==> src/rtl/pixel_sensor_controller_pkg.sv <==
`default_nettype none
// ============================================================================
//  Module      : pixel_sensor_controller_pkg
//  Description : Shared configuration for the pixel sensor frame sequencer.
//                Holds the pixel array geometry, the default phase lengths,
//                the controller state encoding and a small sizing helper.
//  Revision    : 1.0 - initial release
// ============================================================================
package pixel_sensor_controller_pkg;

    // Pixel array geometry
    localparam int PIXEL_ARRAY_HEIGHT = 2;
    localparam int PIXEL_ARRAY_WIDTH  = 2;
    localparam int PIXEL_BITS         = 8;

    // Default phase lengths, in clock cycles
    localparam int C_ERASE_DEF    = 5;
    localparam int C_EXPOSE_DEF   = 255;
    localparam int C_CONVERT_DEF  = 255;
    localparam int C_READ_ROW_DEF = 5;

    typedef enum logic [2:0] {
        ST_IDLE     = 3'd0,
        ST_ERASE    = 3'd1,
        ST_EXPOSE   = 3'd2,
        ST_CONVERT  = 3'd3,
        ST_READ_ROW = 3'd4,
        ST_ROW_WAIT = 3'd5,
        ST_GAP      = 3'd6
    } pixel_ctrl_state_t;

    // Largest of the four phase lengths; sizes the shared phase counter.
    function automatic int max_len(input int a, input int b, input int c, input int d);
        int m;
        m = a;
        if (b > m) m = b;
        if (c > m) m = c;
        if (d > m) m = d;
        return m;
    endfunction

endpackage
`default_nettype wire

==> src/rtl/pixel_sensor_controller_phase_timer.sv <==
`default_nettype none
// ============================================================================
//  Module      : phase_timer
//  Description : Width-parameterised down-counter used to time each phase.
//                A load writes 'value' (phase length minus one); the counter
//                then counts down and holds at zero. 'done' is high while the
//                count is zero, i.e. during the last cycle of the phase.
//  Ports       : clk, reset (sync, active-high), load, value[WIDTH-1:0], done
//  Revision    : 1.0 - initial release
// ============================================================================
module phase_timer #(
    parameter int WIDTH = 8
) (
    input  logic             clk,
    input  logic             reset,
    input  logic             load,
    input  logic [WIDTH-1:0] value,
    output logic             done
);

    logic [WIDTH-1:0] r_count;

    always_ff @(posedge clk) begin
        if (reset) begin
            r_count <= '0;
        end else if (load) begin
            r_count <= value;
        end else if (r_count != '0) begin
            r_count <= r_count - 1'b1;
        end
    end

    assign done = (r_count == '0);

endmodule
`default_nettype wire

==> src/rtl/pixel_sensor_controller.sv <==
`default_nettype none
// ============================================================================
//  Module      : pixel_sensor_controller
//  Description : Frame sequencer for the pixel array. Runs
//                ERASE -> EXPOSE -> CONVERT -> READ per frame with a one-cycle
//                GAP between analog phases, generates the digital ramp and the
//                ramp DAC enable, walks a one-hot row select, captures each
//                row and offers it downstream over valid/ready.
//  Build option: PIXEL_CTRL_FREE_RUN_EN - when defined, a frame that ends with
//                start held high rolls straight into the next frame.
//  Ports       : clk, reset (sync, active-high), start
//                erase, expose, convert, digital_ramp[PB]  - phase controls
//                read[H]                                   - row select
//                data_in[W*PB]                             - array data
//                row_data[W*PB], row_index, row_valid, row_ready - row output
//                busy, frame_done                          - status
//  Revision    : 1.0 - initial release
// ============================================================================
module pixel_sensor_controller
    import pixel_sensor_controller_pkg::*;
#(
    parameter int C_ERASE    = C_ERASE_DEF,
    parameter int C_EXPOSE   = C_EXPOSE_DEF,
    parameter int C_CONVERT  = C_CONVERT_DEF,
    parameter int C_READ_ROW = C_READ_ROW_DEF
) (
    input  logic                                       clk,
    input  logic                                       reset,
    input  logic                                       start,
    output logic                                       erase,
    output logic                                       expose,
    output logic                                       convert,
    output logic [PIXEL_BITS-1:0]                      digital_ramp,
    output logic [PIXEL_ARRAY_HEIGHT-1:0]              read,
    input  logic [PIXEL_ARRAY_WIDTH*PIXEL_BITS-1:0]    data_in,
    output logic [PIXEL_ARRAY_WIDTH*PIXEL_BITS-1:0]    row_data,
    output logic [$clog2(PIXEL_ARRAY_HEIGHT)-1:0]      row_index,
    output logic                                       row_valid,
    input  logic                                       row_ready,
    output logic                                       busy,
    output logic                                       frame_done
);

    localparam int c_row_w   = $clog2(PIXEL_ARRAY_HEIGHT);
    localparam int c_max_len = max_len(C_ERASE, C_EXPOSE, C_CONVERT, C_READ_ROW);
    // The counter holds length-1, so c_max_len-1 must fit.
    localparam int c_cnt_w   = (c_max_len > 1) ? $clog2(c_max_len) : 1;
    localparam logic [PIXEL_ARRAY_HEIGHT-1:0] c_row0_sel = PIXEL_ARRAY_HEIGHT'(1);

    pixel_ctrl_state_t r_state;
    pixel_ctrl_state_t r_gap_target;
    pixel_ctrl_state_t w_next_state;
    pixel_ctrl_state_t w_next_gap_target;

    logic [PIXEL_BITS-1:0]                   r_ramp;
    logic [c_row_w-1:0]                      r_row;
    logic [PIXEL_ARRAY_WIDTH*PIXEL_BITS-1:0] r_row_data;
    logic [c_row_w-1:0]                      r_row_index;
    logic                                    r_row_valid;
    logic                                    r_frame_done;

    logic               w_timer_load;
    logic [c_cnt_w-1:0] w_timer_value;
    logic               w_timer_done;
    logic               w_transfer;
    logic               w_last_row;
    logic               w_capture;

    // ------------------------------------------------------------------
    // Shared phase counter, reloaded on every state change
    // ------------------------------------------------------------------
    phase_timer #(
        .WIDTH (c_cnt_w)
    ) u_phase_timer (
        .clk   (clk),
        .reset (reset),
        .load  (w_timer_load),
        .value (w_timer_value),
        .done  (w_timer_done)
    );

    assign w_transfer = (r_state == ST_ROW_WAIT) && r_row_valid && row_ready;
    assign w_last_row = (r_row == c_row_w'(PIXEL_ARRAY_HEIGHT - 1));
    assign w_capture  = (r_state == ST_READ_ROW) && w_timer_done;

    // ------------------------------------------------------------------
    // State register
    // ------------------------------------------------------------------
    always_ff @(posedge clk) begin
        if (reset) begin
            r_state      <= ST_IDLE;
            r_gap_target <= ST_IDLE;
        end else begin
            r_state      <= w_next_state;
            r_gap_target <= w_next_gap_target;
        end
    end

    // ------------------------------------------------------------------
    // Next-state and counter reload
    // ------------------------------------------------------------------
    always_comb begin
        w_next_state      = r_state;
        w_next_gap_target = r_gap_target;
        w_timer_load      = 1'b0;
        w_timer_value     = '0;

        case (r_state)
            ST_IDLE: begin
                if (start) w_next_state = ST_ERASE;
            end
            ST_ERASE: begin
                if (w_timer_done) begin
                    w_next_state      = ST_GAP;
                    w_next_gap_target = ST_EXPOSE;
                end
            end
            ST_EXPOSE: begin
                if (w_timer_done) begin
                    w_next_state      = ST_GAP;
                    w_next_gap_target = ST_CONVERT;
                end
            end
            ST_CONVERT: begin
                if (w_timer_done) begin
                    w_next_state      = ST_GAP;
                    w_next_gap_target = ST_READ_ROW;
                end
            end
            ST_READ_ROW: begin
                if (w_timer_done) w_next_state = ST_ROW_WAIT;
            end
            ST_ROW_WAIT: begin
                // The frame_done cycle is spent here with row_valid low so
                // that start can be sampled alongside the pulse.
                if (r_frame_done) begin
`ifdef PIXEL_CTRL_FREE_RUN_EN
                    if (start) begin
                        w_next_state      = ST_GAP;
                        w_next_gap_target = ST_ERASE;
                    end else begin
                        w_next_state = ST_IDLE;
                    end
`else
                    w_next_state = ST_IDLE;
`endif
                end else if (w_transfer && !w_last_row) begin
                    w_next_state = ST_READ_ROW;
                end
            end
            ST_GAP: begin
                w_next_state = r_gap_target;
            end
            default: begin
                w_next_state = ST_IDLE;
            end
        endcase

        if (w_next_state != r_state) begin
            w_timer_load = 1'b1;
            case (w_next_state)
                ST_ERASE:    w_timer_value = c_cnt_w'(C_ERASE - 1);
                ST_EXPOSE:   w_timer_value = c_cnt_w'(C_EXPOSE - 1);
                ST_CONVERT:  w_timer_value = c_cnt_w'(C_CONVERT - 1);
                ST_READ_ROW: w_timer_value = c_cnt_w'(C_READ_ROW - 1);
                default:     w_timer_value = '0;
            endcase
        end
    end

    // ------------------------------------------------------------------
    // Ramp, row pointer and row output register
    // ------------------------------------------------------------------
    always_ff @(posedge clk) begin
        if (reset) begin
            r_ramp       <= '0;
            r_row        <= '0;
            r_row_data   <= '0;
            r_row_index  <= '0;
            r_row_valid  <= 1'b0;
            r_frame_done <= 1'b0;
        end else begin
            // Ramp only advances while CONVERT continues, so a full-scale
            // convert leaves the phase before the counter could wrap.
            if ((r_state == ST_CONVERT) && (w_next_state == ST_CONVERT)) begin
                r_ramp <= r_ramp + 1'b1;
            end else begin
                r_ramp <= '0;
            end

            r_frame_done <= 1'b0;

            if (r_state == ST_ERASE) begin
                r_row <= '0;
            end else if (w_transfer && !w_last_row) begin
                r_row <= r_row + 1'b1;
            end

            if (w_capture) begin
                r_row_data  <= data_in;
                r_row_index <= r_row;
                r_row_valid <= 1'b1;
            end else if (w_transfer) begin
                r_row_valid  <= 1'b0;
                r_frame_done <= w_last_row;
            end
        end
    end

    // ------------------------------------------------------------------
    // Outputs (Moore decode of the state register)
    // ------------------------------------------------------------------
    assign erase        = (r_state == ST_ERASE);
    assign expose       = (r_state == ST_EXPOSE);
    assign convert      = (r_state == ST_CONVERT);
    assign digital_ramp = r_ramp;
    assign read         = (r_state == ST_READ_ROW) ? (c_row0_sel << r_row) : '0;
    assign row_data     = r_row_data;
    assign row_index    = r_row_index;
    assign row_valid    = r_row_valid;
    assign busy         = (r_state != ST_IDLE);
    assign frame_done   = r_frame_done;

endmodule
`default_nettype wire
==> config.mk <==
export PLATFORM = sky130hd
export DESIGN_NAME = pixel_sensor_controller
export DESIGN_NICKNAME = d
export VERILOG_FILES = /design/src/rtl/pixel_sensor_controller_pkg.sv /design/src/rtl/pixel_sensor_controller_phase_timer.sv /design/src/rtl/pixel_sensor_controller.sv
export SDC_FILE = /design/constraint.sdc
export NUM_CORES = 1
export LEC_CHECK = 0
export ABC_AREA = 1
export CORE_ASPECT_RATIO = 1.25
export CORE_UTILIZATION = 45
export DETAILED_ROUTE_END_ITERATION = 10
export GPL_ROUTABILITY_DRIVEN = 0
export PLACE_DENSITY = 0.82
export SETUP_SLACK_MARGIN = 0.15
export SLEW_MARGIN = 25
export SYNTH_ARGS = -nofsm -noshare
export SYNTH_HDL_FRONTEND = slang
export SYNTH_SLANG_ARGS = --single-unit
==> constraint.sdc <==
create_clock -name clk -period 2.7 [get_ports clk]
set_input_delay 0.27 -clock clk [delete_from_list [all_inputs] [get_ports clk]]
set_output_delay 0.27 -clock clk [all_outputs]
set_load 0.05 [all_outputs]
# Word level (Yosys, flattened, before mapping)
# Cells that the tools add are included.
dict set report word_totals {
  regBits 42
  in_bits 20
  output_inout_bits 33
  elab_cells 67
}
dict set report op_classes {
  addsub 3
  n_eq_ne 14
  shifts 1
  mux 18
  bitwise 2
  reduce_logical 20
}
# op count
set ops {}
lappend ops {{two-way mux 3 bit} 8}
lappend ops {{two-way mux 8 bit} 3}
lappend ops {{one-hot mux 8 bit (2 select lines)} 1}
lappend ops {{one-hot mux 3 bit (5 select lines)} 1}
lappend ops {{== test 3 x 2 -> 1 bit (second input constant)} 4}
lappend ops {{== test 3 bit (second input constant)} 4}
lappend ops {{one-hot mux 3 bit (3 select lines)} 1}
lappend ops {{adder 8 x 1 -> 8 bit (second input constant)} 1}
lappend ops {{zero test 8 bit} 1}
lappend ops {{nonzero test 8 bit} 1}
lappend ops {{OR reduction 2 bit} 4}
lappend ops {{subtractor 8 x 1 -> 8 bit (second input constant)} 1}
lappend ops {{== test 3 x 1 -> 1 bit (second input constant)} 2}
lappend ops {{inequality test 2 x 1 -> 1 bit (second input constant)} 3}
lappend ops {{nonzero test 3 bit} 2}
lappend ops {{OR reduction 3 bit} 2}
lappend ops {{logical AND 1 bit} 5}
lappend ops {{AND reduction 4 bit} 1}
lappend ops {{nonzero test 2 bit} 2}
lappend ops {{zero test 3 bit} 1}
lappend ops {{two-way mux 1 bit} 3}
lappend ops {{inequality test 3 bit} 1}
lappend ops {{two-way mux 2 bit} 1}
lappend ops {{NOT 1 bit} 2}
lappend ops {{other kinds (3)} 3}

# Longest topological paths before layout
dict set report logic_depth {
  word_depth 12
  mapped_depth 14
  ltp_nobuf 14
}

# Modules after synthesis
# From an unflattened synthesis, not the netlist that was laid out.
dict set report unflattened {
  cells_unflattened 273
  hier_area_um2 1989.4
}
# mod n_inst cells_per_inst area_each_um2 seq_area_each_um2
set by_module_without_submodules {}
lappend by_module_without_submodules {pixel_sensor_controller 1 203 1516.5 680.7}
lappend by_module_without_submodules {phase_timer 1 70 473.0 160.2}

# Worst setup path after synthesis
# No wires, ideal clock.
dict set report synth_timing {
  path_kind {register to register}
  startpoint {register r_state[1]}
  endpoint {register r_gap_target[0]}
  setup_ns 0.071
  arrival_ns 2.026
  t_required_ns 2.629
  slack_ns 0.603
  stages_incl_launch_ff 6
  n_path_buf 1
  synth_period_minus_slack_ns 2.097
  path_cell_list {dfxtp_1 > buf_2 > inv_1 > nor3_1 > nand2_1 > a21oi_1}
}
dict set report synth_via {
  elab_chain_cells 3
  elab_cells_between_ends 9
  classes_between {eq/ne: 6; mux: 1; reduce/logical: 2}
}
# element line_no
set synth_lines {}
lappend synth_lines {{start: declaration} pixel_sensor_controller.sv:50} ;# pixel_ctrl_state_t r_state;
lappend synth_lines {{start signal: assignment} pixel_sensor_controller.sv:94} ;# r_state <= w_next_state;
lappend synth_lines {{== test 3 x 2 -> 1 bit *} -}
lappend synth_lines {{named net expose} pixel_sensor_controller.sv:31} ;# output logic expose,
lappend synth_lines {{inequality test 2 x 1 -> 1 bit (no line) / nonzero test 3 bit (equally long branches)} -}
lappend synth_lines {{AND reduction 4 bit (no line)} -}
lappend synth_lines {{end signal: assignment} pixel_sensor_controller.sv:95} ;# r_gap_target <= w_next_gap_target;
lappend synth_lines {{end: declaration} pixel_sensor_controller.sv:51} ;# pixel_ctrl_state_t r_gap_target;
# The timed path passes the listed nets; every way through them passes the cells marked *.
# A chain may end at the register's enable or synchronous reset.

# Final worst setup path
dict set report layout_timing {
  startpoint {register r_state[0]}
  endpoint {output convert}
}
dict set report layout_via {
  elab_chain_cells 1
}
# element line_no
set layout_lines {}
lappend layout_lines {{== test 3 x 2 -> 1 bit} pixel_sensor_controller.sv:215} ;# assign convert = (r_state == ST_CONVERT);
lappend layout_lines {{end: declaration} pixel_sensor_controller.sv:32} ;# output logic convert,
# No other way between the ends.

==> out/metrics.csv <==
stage,metric,value,unit
outcome,status,finished clean,
setup_path,Setup crit end kind,output pin,
die,IO Pins,53,
yosys,Syn Std Cell Area,2060,um^2
yosys,post-synthesis sequential area ratio,40.9,%
drt,antenna-violating nets left,0,
hold_path,hold-critical path depth,1,
timing,clk_skew,0.00432,ns
clocking,hold buffers post-CTS,0,
timing,final worst path period need,2.39,ns
die,Die Y,77.6,um
timing,Final Cycle Share,88.5,%
finish,n_diodes,0,
clocking,"CTS clk-pin slew, worst paths",0.08,ns
setup_path,critical path class,flip-flop to output pin,
setup_path,CP required,2.43,ns
timing,Final setup viols,0,
global_routing,antenna violations before repair,0,
timing,f_max,418,MHz
clocking,CTS buffer count,5,
drt,Vias/cell,4.93,
drt,DR top layer,met4,
die,Chip Width,62.5,um
hold_path,Min-Delay Path Class,flip-flop to flip-flop,
setup_path,critical path startpoint category,flip-flop,
timing,slew margin rel.,61.2,%
drt,DRC,0,
timing,final max-slew violation count,0,
yosys,largest area contributor in the synthesized netlist,dfxtp_1,
die,initial core utilization,46.8,%
setup_path,reg-to-reg setup timing slack,0.68,ns
setup_path,Worst Path Arrival,2.12,ns
yosys,Synth top area share,40.9,%
flow_run,Max-Cap Viols,0,
timing,Worst-Margin Slew,0.581,ns
die,Core Region,4390,um^2
die,die area,4840,um^2
global_routing,first-pass GRT wire length,7470,um
clocking,clk root buf,clkbuf_8,
placed_design,PortBufs,52,
clocking,Clock Sinks,42,
setup_path,CP cell instances,inv_2 > nor2_1 > nand2_1 > inv_1 > clkdlybuf4s50_1,
power_and_ir_drop,static leakage,1.18,nW
setup_path,Reg-to-Reg End,u_phase_timer.r_count[1],
drt,vias post-DR,1893,
timing,RSZ-0062 raised after global routing,no,
drt,WL per Instance,11.4,um
drt,total wire length,4370,um
drt,met3 routed wirelength,243,um
clocking,clk_lat worst skew,0.30,ns
global_routing,largest net degree at the start of global routing,24,
yosys,syn_nets,296,
clocking,post-CTS setup buffer count,0,
drt,initial DRC count,54,
finish,"Area growth, synth to finish",32.9,%
drt,WL met1,1810,um
hold_path,Hold Startpoint,digital_ramp[0],
global_routing,number of global-route vias before repair,1776,
clocking,H-tree levels,2,
yosys,Synth area leaders,"dfxtp_1, nor2_1, nand2_1",
timing,final setup TNS,0,ns
clocking,CTS tree,done,
drt,drt pass-1 iters,4,
yosys,Yosys cell types,36,
setup_path,critical path's slowest cell,clkdlybuf4s50_1,
power_and_ir_drop,Power Density,1100,nW/um^2
finish,share of cells above drive strength 1,12.9,%
setup_path,worst-path maximum fanout,7,
finish,Final Util,62.2,%
setup_path,"slowest stage delay, CP",0.81,ns
clocking,Clock Path Buffers,2,
yosys,syn avg cell area,7.53,um^2
setup_path,worst reg2reg path depth,12,
yosys,cell count after synthesis,273,
yosys,yosys warns,0,
clocking,Post-CTS Resized,0,
power_and_ir_drop,"IR drop worst, VDD",0.587,mV
global_routing,Total Routing Usage GR,19.3,%
placed_design,detailed placer's ending HPWL,3270,um
finish,final layout net count,348,
die,row cnt,27,
drt,met2 routed WL,2230,um
yosys,post-synthesis register bit count,42,
setup_path,reg2reg start,u_phase_timer.r_count[0],
hold_path,Hold Path End,digital_ramp[0],
timing,Hold Fails Final Rpt,0,
global_routing,Congestion Overflow GR,0,
## cell usage after synthesis
cell,n
a211oi_1,2
a21boi_4,1
a21o_1,1
a21oi_1,4
a21oi_2,1
a31oi_1,1
a31oi_4,1
buf_2,3
buf_4,1
clkbuf_1,4
clkinv_2,1
dfxtp_1,42
ha_1,3
inv_1,23
inv_2,5
nand2_1,40
nand2_2,8
nand2_4,3
nand3_1,7
nand3_2,2
nand3b_1,1
nand4_1,10
nand4_4,1
nor2_1,63
nor2_2,5
nor2_4,3
nor2_8,1
nor3_1,4
nor3_2,1
nor3b_1,1
o211ai_1,1
o21a_1,1
o21ai_0,18
o21ai_2,1
xnor2_1,4
xor2_1,5
## routing by layer
layer  vias up  track usage [%]
met3         8             4.71
met1       851             20.5
met2        60             35.1
met4         0             9.53
met5         -                0
li1        974                -
## logic make-up after synthesis
group	Yosys count	synth area share (%)
xor gates and xnor gates	9	3.83
AOI/OAI and AO/OA	32	10.3
adders and majority gates	3	1.83
DFF	42	40.9
buffers and inverters	37	7.18
and+or+nand+nor	150	36.0
## cells in the final DEF, fill, tap and decap left out, drive strengths merged
cell / count
a31oi: 2
buf: 1
dfxtp: 42
clkdlybuf4s50: 51
a21boi: 1
clkinv: 1
xnor2: 4
a21oi: 5
xor2: 5
nor3: 5
nand2: 51
nand3b: 1
o21ai: 19
bufinv: 1
dlymetal6s2s: 1
nor2: 72
nand4: 11
clkinvlp: 1
ha: 3
o21a: 1
inv: 28
nand3: 9
nor3b: 1
o211ai: 1
a21o: 1
a211oi: 2
clkbuf: 6
## power breakdown
| group | internal, mW | total [mW] | leakage (nW) | switching [mW] |
|---|---|---|---|---|
| clock | 0.276 | 0.492 | 0.0514 | 0.216 |
| combinational | 0.577 | 1.66 | 0.791 | 1.08 |
| sequential | 0.727 | 0.842 | 0.341 | 0.115 |
## registers in the layout, summed over array words and instances (netlist names)
signal	cells
row_data	16
digital_ramp	8
u_phase_timer.r_count	8
r_gap_target	3
r_state	3
frame_done	1
r_row	1
row_index	1
row_valid	1
## metrics by stage
step           hold slack, ns  area [um^2]  cells  worst slack (ns)  total power, mW
2_1_floorplan           0.342         2060    273             0.603             2.16
3_3_place_gp            0.444         2620    376             0.670             2.47
3_5_place_dp            0.449         2620    376             0.610             2.51
4_1_cts                 0.467         2730    384             0.282             3.00
5_1_grt                 0.481         2730    384             0.226             3.23
6_report                0.460         2730    384             0.310             2.99
## worst max-delay path, delay by kind of cell, from the launching register on
family	cells	cell delay, ns
buffers and inverters	3	1.03
flip-flops	1	0.56
AND/OR/NAND/NOR	2	0.22
## worst max path at each step
stage                          start  depth (start not counted)               to  slack, ns
after detailed placement  r_state[1]                          3           expose       0.61
after floorplan           r_state[1]                          5  r_gap_target[0]       0.60
after global placement    r_state[1]                          3           expose       0.67
after global routing      r_state[0]                          5          convert       0.23
after CTS                 r_state[1]                          3           expose       0.28
final                     r_state[0]                          5          convert       0.31
## cell type report
type | instances | area [um^2]
multi-input combinational | 194 | 1070
sequential | 42 | 841
clock buffer | 6 | 72.6
inverter | 29 | 110
tap | 58 | 72.6
timing repair buffer | 53 | 531
fill | 387 | 1660
clock inverter | 2 | 37.5
Note: power is estimated with default switching activity, not from simulation.
